### config.mk
export PLATFORM = sky130hd
export DESIGN_NAME = dc_ram_fifo_ctrl
export DESIGN_NICKNAME = d
export VERILOG_FILES = /design/src/rtl/dc_ram_fifo_pkg.sv /design/src/rtl/dc_ram_fifo_ctrl_out_buf.sv /design/src/rtl/dc_ram_fifo_ctrl.sv
export SDC_FILE = /design/constraint.sdc
export NUM_CORES = 1
export LEC_CHECK = 0
export ABC_AREA = 0
export BUFFER_PORTS_ARGS = -buffer_cell sky130_fd_sc_hd__buf_2
export CORE_MARGIN = 5
export CORE_UTILIZATION = 25
export CTS_BUF_LIST = sky130_fd_sc_hd__clkbuf_4 sky130_fd_sc_hd__clkbuf_8
export CTS_CLUSTER_DIAMETER = 60
export DETAILED_ROUTE_END_ITERATION = 6
export PLACE_DENSITY_LB_ADDON = 0.1
export SLEW_MARGIN = 20
export SYNTH_ARGS = -nofsm -noshare
export SYNTH_HDL_FRONTEND = slang
export SYNTH_SLANG_ARGS = --single-unit
### constraint.sdc
create_clock -name clk_i -period 9.95 [get_ports clk_i]
set_clock_uncertainty 0.15 [all_clocks]
set_input_delay 0.995 -clock clk_i [delete_from_list [all_inputs] [get_ports clk_i]]
set_output_delay 0.995 -clock clk_i [all_outputs]
set_load 0.05 [all_outputs]
### src/rtl/dc_ram_fifo_pkg.sv
// Shared sizing helpers and types for the dc_ram-backed FIFO controller.
package dc_ram_fifo_pkg;

  localparam int DEF_DATA_WIDTH = 8;
  localparam int DEF_ADDR_WIDTH = 6;

  function automatic int fifo_depth(input int aw);
    return 1 << aw;
  endfunction

  function automatic int cnt_width(input int aw);
    return aw + 2;
  endfunction

  function automatic int ptr_width(input int aw);
    return aw + 1;
  endfunction

  typedef logic [DEF_ADDR_WIDTH:0] def_ptr_t;
  typedef logic [1:0]              obuf_cnt_t;

endpackage

### src/rtl/dc_ram_fifo_ctrl_out_buf.sv
// Two-entry registered FIFO that absorbs the RAM read latency; entry 0 is always the head.
module fifo_out_buf
  import dc_ram_fifo_pkg::*;
#(
  parameter int DATA_WIDTH = DEF_DATA_WIDTH
) (
  input  logic                  clk_i,
  input  logic                  rst_i,
  input  logic                  clr_i,
  input  logic                  push_i,
  input  logic [DATA_WIDTH-1:0] data_i,
  input  logic                  pop_i,
  output logic [DATA_WIDTH-1:0] data_o,
  output logic                  valid_o,
  output obuf_cnt_t             cnt_o
);

  logic [DATA_WIDTH-1:0] e0_q, e0_d, e1_q, e1_d;
  obuf_cnt_t             cnt_q, cnt_d;

  // Popping the last entry leaves entry 0 untouched so the head keeps its old value.
  always_comb begin
    e0_d  = e0_q;
    e1_d  = e1_q;
    cnt_d = cnt_q;
    if (clr_i) begin
      cnt_d = 2'd0;
    end else begin
      case ({push_i, pop_i})
        2'b10: begin
          if (cnt_q == 2'd0) e0_d = data_i;
          else               e1_d = data_i;
          cnt_d = cnt_q + 2'd1;
        end
        2'b01: begin
          if (cnt_q == 2'd2) e0_d = e1_q;
          cnt_d = cnt_q - 2'd1;
        end
        2'b11: begin
          if (cnt_q == 2'd2) begin
            e0_d = e1_q;
            e1_d = data_i;
          end else begin
            e0_d = data_i;
          end
        end
        default: ;
      endcase
    end
  end

  always_ff @(posedge clk_i or posedge rst_i) begin
    if (rst_i) begin
      e0_q  <= '0;
      e1_q  <= '0;
      cnt_q <= 2'd0;
    end else begin
      e0_q  <= e0_d;
      e1_q  <= e1_d;
      cnt_q <= cnt_d;
    end
  end

  assign data_o  = e0_q;
  assign valid_o = (cnt_q != 2'd0);
  assign cnt_o   = cnt_q;

endmodule

### src/rtl/dc_ram_fifo_ctrl.sv
// Single-clock FIFO controller using an external dual-port RAM plus a 2-entry output buffer.
module dc_ram_fifo_ctrl
  import dc_ram_fifo_pkg::*;
#(
  parameter int DATA_WIDTH = DEF_DATA_WIDTH,
  parameter int ADDR_WIDTH = DEF_ADDR_WIDTH
) (
  input  logic                               clk_i,
  input  logic                               rst_i,
  input  logic                               clr_i,
  input  logic [DATA_WIDTH-1:0]              s_data_i,
  input  logic                               s_valid_i,
  output logic                               s_ready_o,
  output logic [DATA_WIDTH-1:0]              m_data_o,
  output logic                               m_valid_o,
  input  logic                               m_ready_i,
  output logic [cnt_width(ADDR_WIDTH)-1:0]   count_o,
  output logic [DATA_WIDTH-1:0]              ram_data_a_o,
  output logic [ADDR_WIDTH-1:0]              ram_addr_a_o,
  output logic                               ram_we_a_o,
  output logic [ADDR_WIDTH-1:0]              ram_addr_b_o,
  input  logic [DATA_WIDTH-1:0]              ram_q_b_i
);

  localparam int DEPTH = fifo_depth(ADDR_WIDTH);
  localparam int PW    = ptr_width(ADDR_WIDTH);
  localparam int CW    = cnt_width(ADDR_WIDTH);

  logic [PW-1:0] wr_ptr_q, wr_ptr_d, rd_ptr_q, rd_ptr_d, ram_cnt;
  logic [CW-1:0] count_q, count_d;
  logic          inflight_q, inflight_d;
  logic          push, pop, issue;
  logic [2:0]    occ_next;
  obuf_cnt_t     obuf_cnt;

  assign ram_cnt   = wr_ptr_q - rd_ptr_q;
  assign s_ready_o = (ram_cnt != PW'(DEPTH));
  assign push      = s_valid_i & s_ready_o & ~clr_i;
  assign pop       = m_valid_o & m_ready_i;

  // Buffer occupancy after this cycle if nothing new is issued; a new read needs a free slot.
  assign occ_next = {1'b0, obuf_cnt} + {2'b00, inflight_q} - {2'b00, pop};
  assign issue    = (ram_cnt != '0) & ~clr_i & (occ_next < 3'd2);

  always_comb begin
    wr_ptr_d   = wr_ptr_q + {{(PW-1){1'b0}}, push};
    rd_ptr_d   = rd_ptr_q + {{(PW-1){1'b0}}, issue};
    inflight_d = issue;
    count_d    = count_q + {{(CW-1){1'b0}}, push} - {{(CW-1){1'b0}}, pop};
    if (clr_i) begin
      wr_ptr_d   = '0;
      rd_ptr_d   = '0;
      inflight_d = 1'b0;
      count_d    = '0;
    end
  end

  always_ff @(posedge clk_i or posedge rst_i) begin
    if (rst_i) begin
      wr_ptr_q   <= '0;
      rd_ptr_q   <= '0;
      inflight_q <= 1'b0;
      count_q    <= '0;
    end else begin
      wr_ptr_q   <= wr_ptr_d;
      rd_ptr_q   <= rd_ptr_d;
      inflight_q <= inflight_d;
      count_q    <= count_d;
    end
  end

  fifo_out_buf #(
    .DATA_WIDTH(DATA_WIDTH)
  ) u_out_buf (
    .clk_i  (clk_i),
    .rst_i  (rst_i),
    .clr_i  (clr_i),
    .push_i (inflight_q),
    .data_i (ram_q_b_i),
    .pop_i  (pop),
    .data_o (m_data_o),
    .valid_o(m_valid_o),
    .cnt_o  (obuf_cnt)
  );

  assign ram_data_a_o = s_data_i;
  assign ram_addr_a_o = wr_ptr_q[ADDR_WIDTH-1:0];
  assign ram_we_a_o   = push;
  assign ram_addr_b_o = rd_ptr_q[ADDR_WIDTH-1:0];
  assign count_o      = count_q;

endmodule

; Word-level counts from Yosys, hierarchy flattened
; Index checks and enable logic that the tools add are counted.
; W data, S select, Z words.
[totals]
register_bits = 41
out_inout_bits = 39
word_cells = 53
[op_classes]
add_sub_neg = 9
n_lt_le_gt_ge = 1
eq_ne = 9
mux = 13
bitwise_logic = 6
reduce_logical = 8
[ops]
columns = op, count
row1 = $mux W8, 6
row2 = $pmux W8 S3, 1
row3 = $pmux W8 S2, 1
row4 = $add A7 B1 Y7, 2
row5 = $mux W7, 2
row6 = $add A8 B1 Y8, 1
row7 = $reduce_and A4 Y1, 2
row8 = $sub A8 B1 Y8, 1
row9 = $ne A7 B7 Y1 const B, 1
row10 = $reduce_bool A7 Y1, 1
row11 = $sub A7 B7 Y7, 1
row12 = $eq A2 B2 Y1 const B, 3
row13 = $ne A2 B1 Y1 const B, 3
row14 = $reduce_bool A3 Y1, 2
row15 = $and A1 B1 Y1, 5
row16 = $pmux W2 S2, 1
row17 = $reduce_bool A2 Y1, 2
row18 = $add A2 B1 Y3, 1
row19 = $lt A3 B2 Y1 const B, 1
row20 = $sub A3 B1 Y3, 1
row21 = $add A2 B1 Y2 const B, 1
row22 = $eq A2 B1 Y1 const B, 1
row23 = $logic_not A2 Y1, 1
row24 = $mux W2, 1
row25 = other kinds (4), 4

; Depth between registers and ports, before layout
; Gate-level depths: netlist of run 1.
[logic_depth]
depth_word = 7
depth_mapped = 15
ltp_nobuf = 15

; Cells and area by module
; From an unflattened synthesis of run 1, not the netlist that was laid out.
[unflattened]
hier_cells = 286
area_unflattened_um2 = 2753.9
[by_module_without_submodules]
columns = module, instances, cells_each, area_per_inst_um2, seq_area_each_um2
row1 = dc_ram_fifo_ctrl, 1, 186, 1741.7, 575.6
row2 = fifo_out_buf, 1, 100, 1012.2, 450.4

; Worst setup path before layout of run 1
; Ideal clock, no wire load.
[synth_timing]
path_type = input to register
start = input port m_ready_i
end = register rd_ptr_q[6]
arrival_ns = 3.043
required_ns = 9.668
setup_slack_ns = 6.625
cell_stages = 13
path_buffers = 0
cell_sequence = o21ai_2 inv_2 ha_1 nand2b_1 fa_1 xnor2_1 o2111a_1 ha_1 ha_1 nand3_1 nor3_1 xnor2_1 nor2_1
[synth_via]
elab_chain_cells = 6
[synth_lines]
columns = element, line_no
row1 = "start, declared", dc_ram_fifo_ctrl.sv:16  ; input logic m_ready_i,
row2 = $and A1 B1 Y1, dc_ram_fifo_ctrl.sv:39  ; assign pop = m_valid_o & m_ready_i;
row3 = $sub A3 B1 Y3, dc_ram_fifo_ctrl.sv:42  ; assign occ_next = {1'b0, obuf_cnt} + {2'b00, inflight_q} - {2'b00, pop};
row4 = $lt A3 B2 Y1, dc_ram_fifo_ctrl.sv:43  ; assign issue = (ram_cnt != '0) & ~clr_i & (occ_next < 3'd2);
row5 = $and A1 B1 Y1, dc_ram_fifo_ctrl.sv:43
row6 = $add A7 B1 Y7, dc_ram_fifo_ctrl.sv:47  ; rd_ptr_d = rd_ptr_q + {{(PW-1){1'b0}}, issue};
row7 = $mux W7, dc_ram_fifo_ctrl.sv:50  ; if (clr_i) begin
row8 = named net rd_ptr_d[6], dc_ram_fifo_ctrl.sv:29  ; logic [PW-1:0] wr_ptr_q, wr_ptr_d, rd_ptr_q, rd_ptr_d, ram_cnt;
row9 = "end signal, assigned", dc_ram_fifo_ctrl.sv:66  ; rd_ptr_q <= rd_ptr_d;
row10 = "end, declared", dc_ram_fifo_ctrl.sv:29
; The timed path passes the listed nets, and every way through them passes these cells.
; A chain may end at the register's enable or synchronous reset.

; Worst setup path after layout of run 1
[layout_timing]
start = register rd_ptr_q[3]
end = output port s_ready_o
[layout_via]
elab_chain_cells = 2
[layout_lines]
columns = element, line_no
row1 = $sub A7 B7 Y7, dc_ram_fifo_ctrl.sv:36  ; assign ram_cnt = wr_ptr_q - rd_ptr_q;
row2 = $ne A7 B7 Y1, dc_ram_fifo_ctrl.sv:37  ; assign s_ready_o = (ram_cnt != PW'(DEPTH));
row3 = "end, declared", dc_ram_fifo_ctrl.sv:13  ; output logic s_ready_o,
; Every way passes these cells.

==> out/metrics.yaml, run 1 <==
detailroute.via_count: 1727
peakVddDrop_v: 0.0000742
crit_arrival_ns: 2.33
static_power_due_to_leakage_nw: 1.47
synth-seq-area-share: 0.392
setup.worst_path.class: "reg -> out"
core_region_area_um2: 10300
remaining_drc_errors: 0
avgRoutedWirePerCell_um: 13.7
final_layout_size_suffix_gt1_frac: 0.255
setup_total_negative_slack_ns: 0
post_drt_via_cell_ratio: 4.13
route.met3.wl_um: 140
synth_area_um2: 2620
worst-path-buf-inv: 2
postSynthCellCount: 256
yosysWarnings: 0
cts.sinks: 41
power_density_nw_per_um2: 282
post-place-ws_ns: 6.15
period_minus_slack_ns: 3.48
finish.utilization: 0.287
final_common_cell: "sky130_fd_sc_hd__buf_2"
wl_met1_um: 2830
die_area_um2: 12600
finalWirelength_um: 5720
worstHoldPathType: "reg -> reg"
detailedRoute.firstIterationViolations: 46
cpLargestDelayFamily: "flip-flops"
grt_remaining_overflow: 0
fin_max_slew_vios: 0
timing.final.hold_violations: 0
outcome: "finished, final reports clean"
tritoncts_clock_tree: "done"
ys_seq_elements: 41
max_slew_margin: 0.615
yosys.cell_types.count: 49
fp.dieW_um: 112
timing.fmax_ghz: 0.287
setup_viol: 0
number_of_levels_the_h_tree_was_split_into: 2
internal_dissipation_w: 0.000469
layout.nets: 323
rsz0062_at_grt: "no"
p_seq_frac: 0.303
cp_slowest_cell: "sky130_fd_sc_hd__dfrtp_1"
via_count_of_the_first_global_routing_pass: 1918
post_cts.repair.setup_buffers: 0
clk_transition_reported_paths_ns: 0.09
antenna_found_initial: 0
grtUsageTotal: 0.0955
combinationalPowerShare: 0.520
ordered_list_of_cells_on_the_worst_path: "inv_1 > ha_1 > o21ai_1 > a21oi_1 > o22a_1 > mux2_4 > or2_1 > buf_2"
final_critical_path_setup_slack_ns: 6.47
cts_hold_repair.buffers: 0
grt_pass1_wl_um: 9740
boundaryPins: 60
total_switching_power_w: 0.000365
max_slew.worst_pin.slew_ns: 0.578
clkPwrFrac: 0.178
crit_path_max_fanout: 5
largest_net_degree_at_the_start_of_global_routing: 42
mean_instance_size_in_the_synthesized_netlist_um2: 10.2
post_drt_antenna_nets: 0
synthToLayoutAreaGrowth_pct: 12.9
antenna_cells: 0
die_y_um: 112
rows: 37
placement.io_buffers: 43
numCtsBuffers: 5
mostFrequentLayoutCells: "43 x sky130_fd_sc_hd__buf_2, 41 x sky130_fd_sc_hd__dfrtp_1, 19 x sky130_fd_sc_hd__nor2_1, 19 x sky130_fd_sc_hd__ha_1, 16 x sky130_fd_sc_hd__inv_1"
worst_ep_required_time_ns: 8.81
clock_tree.buffer_depth: 2
cap_violations: 0
worst_setup_sp_type: "register"
start_util: 0.254
mappedNetlistNets: 298
slowest_delay_ns: 0.45
swShare: 0.438
clock-root-buffer: "sky130_fd_sc_hd__clkbuf_8"
worst_skew_pair.late_latency_ns: 0.29
hpwl_um: 4150
met2_length_um: 2690
final_weighted_congestion_of_routability_driven_global_placement: 0.677
crit_path_end_kind: "output pin"
first_pass_iters: 4
post_cts_resized: 0
totalPowerFinal_w: 0.000834
min_period_over_period: 0.350
routed.top_layer: "met4"
[synth_stat cells (all sizes together)]
cell	n	area, um2
nor2	20	77.6
o22a	1	8.76
o22ai	1	6.26
o21a	3	22.5
nand2	15	58.8
fa	2	40.0
clkbuf	2	7.51
a21oi	5	25.0
dfrtp	41	1030
o21bai	1	7.51
inv	20	75.1
nor4	2	12.5
o311ai	1	8.76
nor2b	7	43.8
xnor2	14	123
o31ai	1	21.3
clkinv	2	7.51
or3	1	6.26
mux2	9	135
nor4b	1	8.76
and4	1	8.76
a2111oi	1	8.76
a211oi	2	15.0
o21ai	15	78.8
and3	4	30.0
nand2b	3	26.3
nor4bb	1	10.0
xor2	7	61.3
a21o	2	15.0
nor3b	1	7.51
nand3	7	35.0
buf	24	169
mux2i	10	100
o2111a	2	22.5
o2111ai	1	26.3
ha	19	238
or2	3	21.3
nor3	4	20.0
[registers in the layout, summed over array words and instances (netlist names)]
name / count
count_o: 8
inflight_q: 1
u_out_buf.data_o: 8
u_out_buf.cnt_o: 2
wr_ptr_q: 7
rd_ptr_q: 7
u_out_buf.e1_q: 8
[final timing paths]
path,endpoint,depth (start not counted),slack (ns),startpoint
worst max register to register,count_o[4],14,6.48,wr_ptr_q[2]
min in group asynchronous,rd_ptr_q[3],3,0.67,rst_i
worst max-delay path,s_ready_o,8,6.47,rd_ptr_q[3]
worst min register to register,u_out_buf.data_o[2],2,0.33,u_out_buf.data_o[2]
worst min-delay path,u_out_buf.data_o[2],2,0.33,u_out_buf.data_o[2]
max in group asynchronous,count_o[3],3,8.57,rst_i
[metal layers]
layer	track usage	vias up
met1	0.125	810
met2	0.162	19
met4	0.0264	0
li1	-	896
met3	0.0173	2
met5	0	-
[through the flow]
stage                     hold WS, ns  cells  cell area [um2]
after floorplan                 0.331    256             2620
after global placement          0.315    410             2830
after detailed placement        0.321    410             2830
after CTS                       0.342    418             2950
after global routing            0.366    418             2950
final                           0.333    418             2950
[cells by family (layout without fill, tap and decap cells)]
logic type | Yosys count | after routing | synth area share
and+or+nand+nor | 70 | 70 | 0.140
buffers and inverters | 48 | 74 | 0.0990
DFF | 41 | 41 | 0.392
AOI/OAI and AO/OA | 36 | 36 | 0.102
adders and majority gates | 21 | 21 | 0.106
xor gates and xnor gates | 21 | 21 | 0.0703
muxes | 19 | 19 | 0.0900
[tightest hold or removal path, cell delays in order, from the launching register on]
cell and delay [ns]:
sky130_fd_sc_hd__dfrtp_1 0.34, sky130_fd_sc_hd__nand2_1 0.05, sky130_fd_sc_hd__o21ai_1 0.06
[layout make-up]
type	instances	area [um2]
clock buffers	7	90.1
clock inverters	1	30.0
fillers	1109	7330
inverters	22	82.6
multi-input cells	167	1330
flip-flops and latches	41	1030
well taps	136	170
repair buffers	44	223
[power by group through the flow]
stage / registers [W] / clock network [W] / logic, W
floorplan: 0.000337 / 0 / 0.000282
global placement: 0.000256 / 0 / 0.000443
detailed placement: 0.000256 / 0 / 0.000440
CTS: 0.000254 / 0.000156 / 0.000442
global route: 0.000261 / 0.000161 / 0.000483
finish: 0.000253 / 0.000148 / 0.000433
Note: power is estimated with default switching activity, not from simulation.
==> inputs of run 2 (changes only) <==
==> constraint.sdc (replaced) <==
create_clock -name clk_i -period 3 [get_ports clk_i]
set_clock_uncertainty 0.15 [all_clocks]
set_input_delay 0.3 -clock clk_i [delete_from_list [all_inputs] [get_ports clk_i]]
set_output_delay 0.3 -clock clk_i [all_outputs]
set_load 0.05 [all_outputs]
==> out/metrics.yaml, run 2 (same netlist as run 1, synthesis figures left out) <==
final_weighted_congestion_of_routability_driven_global_placement: 0.728  # +7.5%
worst-path-buf-inv: 2  # unchanged
final-seq-area_um2: 1030  # +0.12%
worst_skew_pair.late_latency_ns: 0.29  # about the same
antenna_found_initial: 0  # unchanged
grtUsageTotal: 0.103  # +0.00733
slowest_delay_ns: 0.39  # -0.06 ns
outcome: "finished, violations left"
first_pass_iters: 4  # unchanged
rsz0062_at_grt: "yes"
capture_instance_of_the_worst_register_to_register_path: "count_o[4]"
via_count_of_the_first_global_routing_pass: 2012  # +4.9%
cpLargestDelayFamily: "adder cells"
power_density_nw_per_um2: 884  # +210%
fin_max_slew_vios: 0  # unchanged
final_critical_path_setup_slack_ns: -0.0528  # -6.52 ns
critPathCapture: "count_o[4]"
cts.sinks: 41  # unchanged
final_layout_size_suffix_gt1_frac: 0.449  # +0.193
largest_net_degree_at_the_start_of_global_routing: 29  # -31%
worst_ep_required_time_ns: 3.02  # -5.79 ns
ff2ff_path_depth: 13  # -1
r2r_setup_slack_ns: -0.05  # -6.53 ns
synthToLayoutAreaGrowth_pct: 32.6
period_minus_slack_ns: 3.05
postPlaceCellArea_um2: 3130  # +11%
final_common_cell: "sky130_fd_sc_hd__buf_2"
die_area_um2: 12600  # unchanged
post_drt_via_cell_ratio: 4.24  # +2.6%
clock_tree.buffer_depth: 2  # unchanged
min_period_over_period: 1.02
peakVddDrop_v: 0.000395  # +430%
crit_path_max_fanout: 3  # -2
core_region_area_um2: 10300  # unchanged
layout.nets: 362  # +12%
antenna_cells: 0  # unchanged
multi_input_comb_area_um2: 1540  # +16%
post_drt_antenna_nets: 0  # unchanged
mostFrequentLayoutCells: "43 x sky130_fd_sc_hd__buf_2, 40 x sky130_fd_sc_hd__dfrtp_1, 38 x sky130_fd_sc_hd__buf_4"
cap_violations: 0  # unchanged
die_y_um: 112  # unchanged
timing.final.hold_violations: 0  # unchanged
tritoncts_clock_tree: "done"
crit_arrival_ns: 3.07  # +0.74 ns
static_power_due_to_leakage_nw: 1.69  # +15%
remaining_drc_errors: 0  # unchanged
numCtsBuffers: 5  # unchanged
critical_path.startpoint: "wr_ptr_q[3]"
worstHoldPathType: "in -> reg"
clock-root-buffer: "sky130_fd_sc_hd__clkbuf_8"
holdWs_ns: 0.0984  # -0.234 ns
start_util: 0.254  # unchanged
cp_slowest_cell: "sky130_fd_sc_hd__dfrtp_1"
setup_viol: 3  # +3
final.fill_count: 1095  # -1.3%
number_of_levels_the_h_tree_was_split_into: 2  # unchanged
detailedRoute.firstIterationViolations: 59  # +28%
worst_setup_sp_type: "register"
violations_in_the_final_reports: "negative setup slack"
grt_pass1_wl_um: 10500  # +7.6%
cp_depth: 13  # +5
detailroute.via_count: 1938  # +12%
final_area_um2: 3470  # +17%
timing.fmax_ghz: 0.328
crit_path_end_kind: "register"
r2r-start: "wr_ptr_q[3]"
fp.dieW_um: 112  # unchanged
setup.worst_path.class: "reg -> reg"
rows: 37  # unchanged
clk_transition_reported_paths_ns: 0.08  # about the same
max_slew.worst_pin.slew_ns: 0.954  # +0.376 ns
max_slew_margin: 0.360  # -0.255
hpwl_um: 4590  # +11%
placement.io_buffers: 43  # unchanged
avgRoutedWirePerCell_um: 13.3  # -3.1%
finalWirelength_um: 6060  # +5.9%
ordered_list_of_cells_on_the_worst_path: "ha_1 > buf_4 > and3_4 > o31ai_4 > o21ai_2 > ha_2 > inv_2 > ha_4 > fa_2 > a21o_1 > a21oi_4 > xnor2_1 > nor2_1"
grt_remaining_overflow: 0  # unchanged
boundaryPins: 60  # unchanged
run 2: changes by cell type in the layout (fill, tap and decap cells not counted), sizes merged:
cell / change
clkbuf: -1
clkinvlp: +1
dlygate4sd3: +1
buf: +38
run 2: per-layer routing:
layer | GRT usage | vias up | wire length (um) | share of wire
met2 | 0.166 | 30 | 2880 | 0.47
met5 | 0 | - | 0 | 0
met1 | 0.138 | 924 | 2910 | 0.48
met3 | 0.0226 | 6 | 206 | 0.034
li1 | - | 978 | - | -
met4 | 0.0296 | 0 | 68 | 0.011
run 2: worst min-delay path by stage:
stage                      start           endpoint  slack [ns]  cells after the start
floorplan           ram_q_b_i[0]  u_out_buf.e1_q[0]        0.30                      1
global placement           rst_i        rd_ptr_q[4]        0.30                      2
detailed placement         rst_i        rd_ptr_q[4]        0.29                      2
CTS                 ram_q_b_i[1]  u_out_buf.e1_q[1]        0.08                      2
global route        ram_q_b_i[4]  u_out_buf.e1_q[4]        0.09                      2
finish              ram_q_b_i[1]  u_out_buf.e1_q[1]         0.1                      2
run 2: power breakdown:
group | total [W] | internal (W) | switching, W | leakage (nW)
Sequential | 0.000831 | 0.000715 | 0.000116 | 0.537
Clock | 0.000477 | 0.000271 | 0.000206 | 0.0574
Combinational | 0.00176 | 0.000763 | 0.000995 | 1.09
run 2: worst reg2reg max path: cells and delay by family, from the launching register on:
family,cells,cell delay [ns]
buf+inv,2,0.20
flops,1,0.39
xor+xnor,1,0.13
compound gates,4,0.70
simple gates,2,0.22
fa+ha+maj,4,1.14
run 2: metrics by stage:
| stage | setup TNS [ns] | total power, W | setup WS, ns | instances | utilization |
|---|---|---|---|---|---|
| floorplan | -0.0423 | 0.00207 | -0.0216 | 256 | - |
| global placement | -0.553 | 0.00243 | -0.186 | 445 | 0.305 |
| detailed placement | -0.644 | 0.00242 | -0.177 | 445 | 0.305 |
| CTS | -0.245 | 0.00300 | -0.101 | 456 | 0.326 |
| global route | -0.704 | 0.00332 | -0.193 | 457 | 0.337 |
| finish | -0.0984 | 0.00307 | -0.0528 | 457 | 0.337 |
run 2: cell type report:
type | count | area share
Multi-Input combinational cell | 167 | 0.445
Clock buffer | 6 | 0.0238
Clock inverter | 2 | 0.0108
Inverter | 22 | 0.0245
Sequential cell | 41 | 0.296
Tap cell | 136 | 0.0491
Timing Repair Buffer | 83 | 0.150
run 2: timing repair:
item / CTS / global route
buffers inserted: 4 / 1
setup endpoints to repair: 7 / 10
hold endpoints to repair: 23 / 0
gates cloned: 0 / 0
resized for setup: 15 / 25
pin swaps: 16 / 20
hold buffers: 1 / 0
==> inputs of run 3 (changes only) <==
--- a/config.mk
+++ b/config.mk
@@ -8,7 +8,7 @@
 export ABC_AREA = 0
 export BUFFER_PORTS_ARGS = -buffer_cell sky130_fd_sc_hd__buf_2
 export CORE_MARGIN = 5
-export CORE_UTILIZATION = 25
+export CORE_UTILIZATION = 40
 export CTS_BUF_LIST = sky130_fd_sc_hd__clkbuf_4 sky130_fd_sc_hd__clkbuf_8
 export CTS_CLUSTER_DIAMETER = 60
 export DETAILED_ROUTE_END_ITERATION = 6
==> out/metrics.yaml, run 3 (same netlist as run 1, synthesis figures left out) <==
timing.fmax_ghz: 0.333  # +1.6%
max_slew.worst_pin.slew_ns: 0.690  # -0.265 ns
cpLargestDelayFamily: "adder cells"
rsz0062_at_grt: "yes"
post_drt_via_cell_ratio: 4.81  # +14%
detailroute.via_count: 1887  # -2.6%
tritoncts_clock_tree: "done"
worst_setup_sp_type: "register"
first_pass_iters: 4  # unchanged
final_weighted_congestion_of_routability_driven_global_placement: 0.773  # +6.2%
crit_path_max_fanout: 3  # unchanged
dp_cells: 379  # -15%
number_of_levels_the_h_tree_was_split_into: 2  # unchanged
post-place-ws_ns: -0.190  # -0.0138 ns
cap_violations: 0  # unchanged
antenna_cells: 0  # unchanged
capture_instance_of_the_worst_register_to_register_path: "count_o[4]"
hpwl_um: 3990  # -13%
timing.final.hold_violations: 0  # unchanged
ff2ff_path_depth: 15  # +2
worstHoldPathType: "in -> reg"
hold-path-endpoint: "u_out_buf.e1_q[3]"
crit_path_end_kind: "register"
rows: 29  # -22%
hp-start: "ram_q_b_i[3]"
final_critical_path_setup_slack_ns: -0.00455  # +0.0482 ns
largest_net_degree_at_the_start_of_global_routing: 29  # unchanged
avgRoutedWirePerCell_um: 13.9  # +5.1%
r2r_setup_slack_ns: -0.005  # +0.05 ns
period_minus_slack_ns: 3.00  # -0.0482 ns
die_area_um2: 8250  # -35%
cts.sinks: 41  # unchanged
violations_in_the_final_reports: "negative setup slack"
setup.worst_path.class: "reg -> reg"
finalWirelength_um: 5460  # -9.9%
worst-path-buf-inv: 2  # unchanged
grtUsageTotal: 0.136  # +0.0332
ordered_list_of_cells_on_the_worst_path: "inv_2 > ha_4 > nor2_2 > a21oi_4 > and3_4 > o31ai_4 > o21ai_2 > ha_1 > inv_2 > ha_4 > fa_2 > a21o_1 > a21oi_2 > xnor2_1 > nor2_1"
grt_remaining_overflow: 0  # unchanged
crit_arrival_ns: 3.03  # -0.04 ns
static_power_due_to_leakage_nw: 1.64  # -2.9%
clk_transition_reported_paths_ns: 0.08  # about the same
final_common_cell: "sky130_fd_sc_hd__buf_2"
mostFrequentLayoutCells: "43 x sky130_fd_sc_hd__buf_2, 40 x sky130_fd_sc_hd__dfrtp_1, 33 x sky130_fd_sc_hd__buf_4"
via_count_of_the_first_global_routing_pass: 1907  # -5.2%
core_region_area_um2: 6350  # -38%
fin_cells: 392  # -14%
boundaryPins: 60  # unchanged
clock-root-buffer: "sky130_fd_sc_hd__clkbuf_8"
outcome: "finished, violations left"
r2r-start: "rd_ptr_q[2]"
numCtsBuffers: 5  # unchanged
fin_max_slew_vios: 0  # unchanged
detailedRoute.firstIterationViolations: 39  # -34%
worstHoldPathCells: 2  # unchanged
synthToLayoutAreaGrowth_pct: 26.2
worst_ep_required_time_ns: 3.02  # about the same
power_density_nw_per_um2: 863  # -2.4%
worst_skew_pair.late_latency_ns: 0.30  # about the same
placement.io_buffers: 43  # unchanged
max_slew_margin: 0.540  # +0.180
layout.nets: 357  # -1.4%
min_period_over_period: 1.00  # -0.0161
slowest_delay_ns: 0.39  # about the same
fp.dieW_um: 90.9  # -19%
antenna_found_initial: 0  # unchanged
remaining_drc_errors: 0  # unchanged
cp_slowest_cell: "sky130_fd_sc_hd__dfrtp_1"
grt_pass1_wl_um: 9210  # -12%
peakVddDrop_v: 0.000434  # +9.9%
clock_tree.buffer_depth: 2  # unchanged
start_util: 0.412  # +0.157
post_drt_antenna_nets: 0  # unchanged
setup_viol: 1  # -2
cp_depth: 15  # +2
final_layout_size_suffix_gt1_frac: 0.432  # -0.0169
die_y_um: 90.9  # -19%
-- run 3: timing repair --
action | in CTS | in global routing
setup buffers | 4 | 1
endpoints found under the setup margin | 5 | 8
resized for setup | 14 | 18
pin swaps | 14 | 16
endpoints found under the hold margin | 15 | 0
hold buffers | 1 | 0
-- run 3: cell type report --
cell class,count,area (um2)
Fill cell,594,3050
Inverter,22,82.6
Sequential cell,41,1030
Clock buffer,6,76.3
Timing Repair Buffer,78,493
Clock inverter,1,5.00
Tap cell,77,96.3
Multi-Input combinational cell,167,1520
-- run 3: power breakdown --
| group | total (W) | internal (W) | switching [W] | leakage, nW |
|---|---|---|---|---|
| clock | 0.000368 | 0.000168 | 0.000200 | 0.0445 |
| combinational | 0.00166 | 0.000696 | 0.000959 | 1.06 |
| sequential | 0.000824 | 0.000715 | 0.000109 | 0.537 |
| total | 0.00285 | 0.00158 | 0.00127 | 1.64 |
-- run 3: per-stage QoR --
step / power, W / hold slack, ns / utilization / cell area (um2) / TNS (ns)
after floorplan: 0.00207 / 0.299 / - / 2650 / -0.0423
final: 0.00285 / 0.0992 / 0.520 / 3300 / -0.00455
after global routing: 0.00304 / 0.0885 / 0.520 / 3300 / -0.678
after detailed placement: 0.00238 / 0.302 / 0.475 / 3020 / -0.508
after CTS: 0.00281 / 0.0942 / 0.505 / 3210 / -0.148
after global placement: 0.00237 / 0.293 / 0.475 / 3020 / -0.275
-- run 3: how the worst max path moves through the flow --
stage	to	slack (ns)	startpoint
6_report	count_o[4]	-0.005	rd_ptr_q[2]
5_1_grt	count_o[4]	-0.16	rd_ptr_q[2]
4_1_cts	count_o[4]	-0.08	wr_ptr_q[1]
3_5_place_dp	count_o[5]	-0.19	rd_ptr_q[3]
3_3_place_gp	count_o[5]	-0.11	wr_ptr_q[4]
2_1_floorplan	count_o[5]	-0.02	rd_ptr_q[3]
-- run 3: metal layers --
layer	wire length [um]	part of all wire	global-route usage	vias to the layer above
met1	2620	0.48	0.191	884
met3	238	0.044	0.0325	8
met2	2550	0.47	0.209	30
met5	0	0	0	-
met4	58	0.011	0.0379	0
li1	-	-	-	965
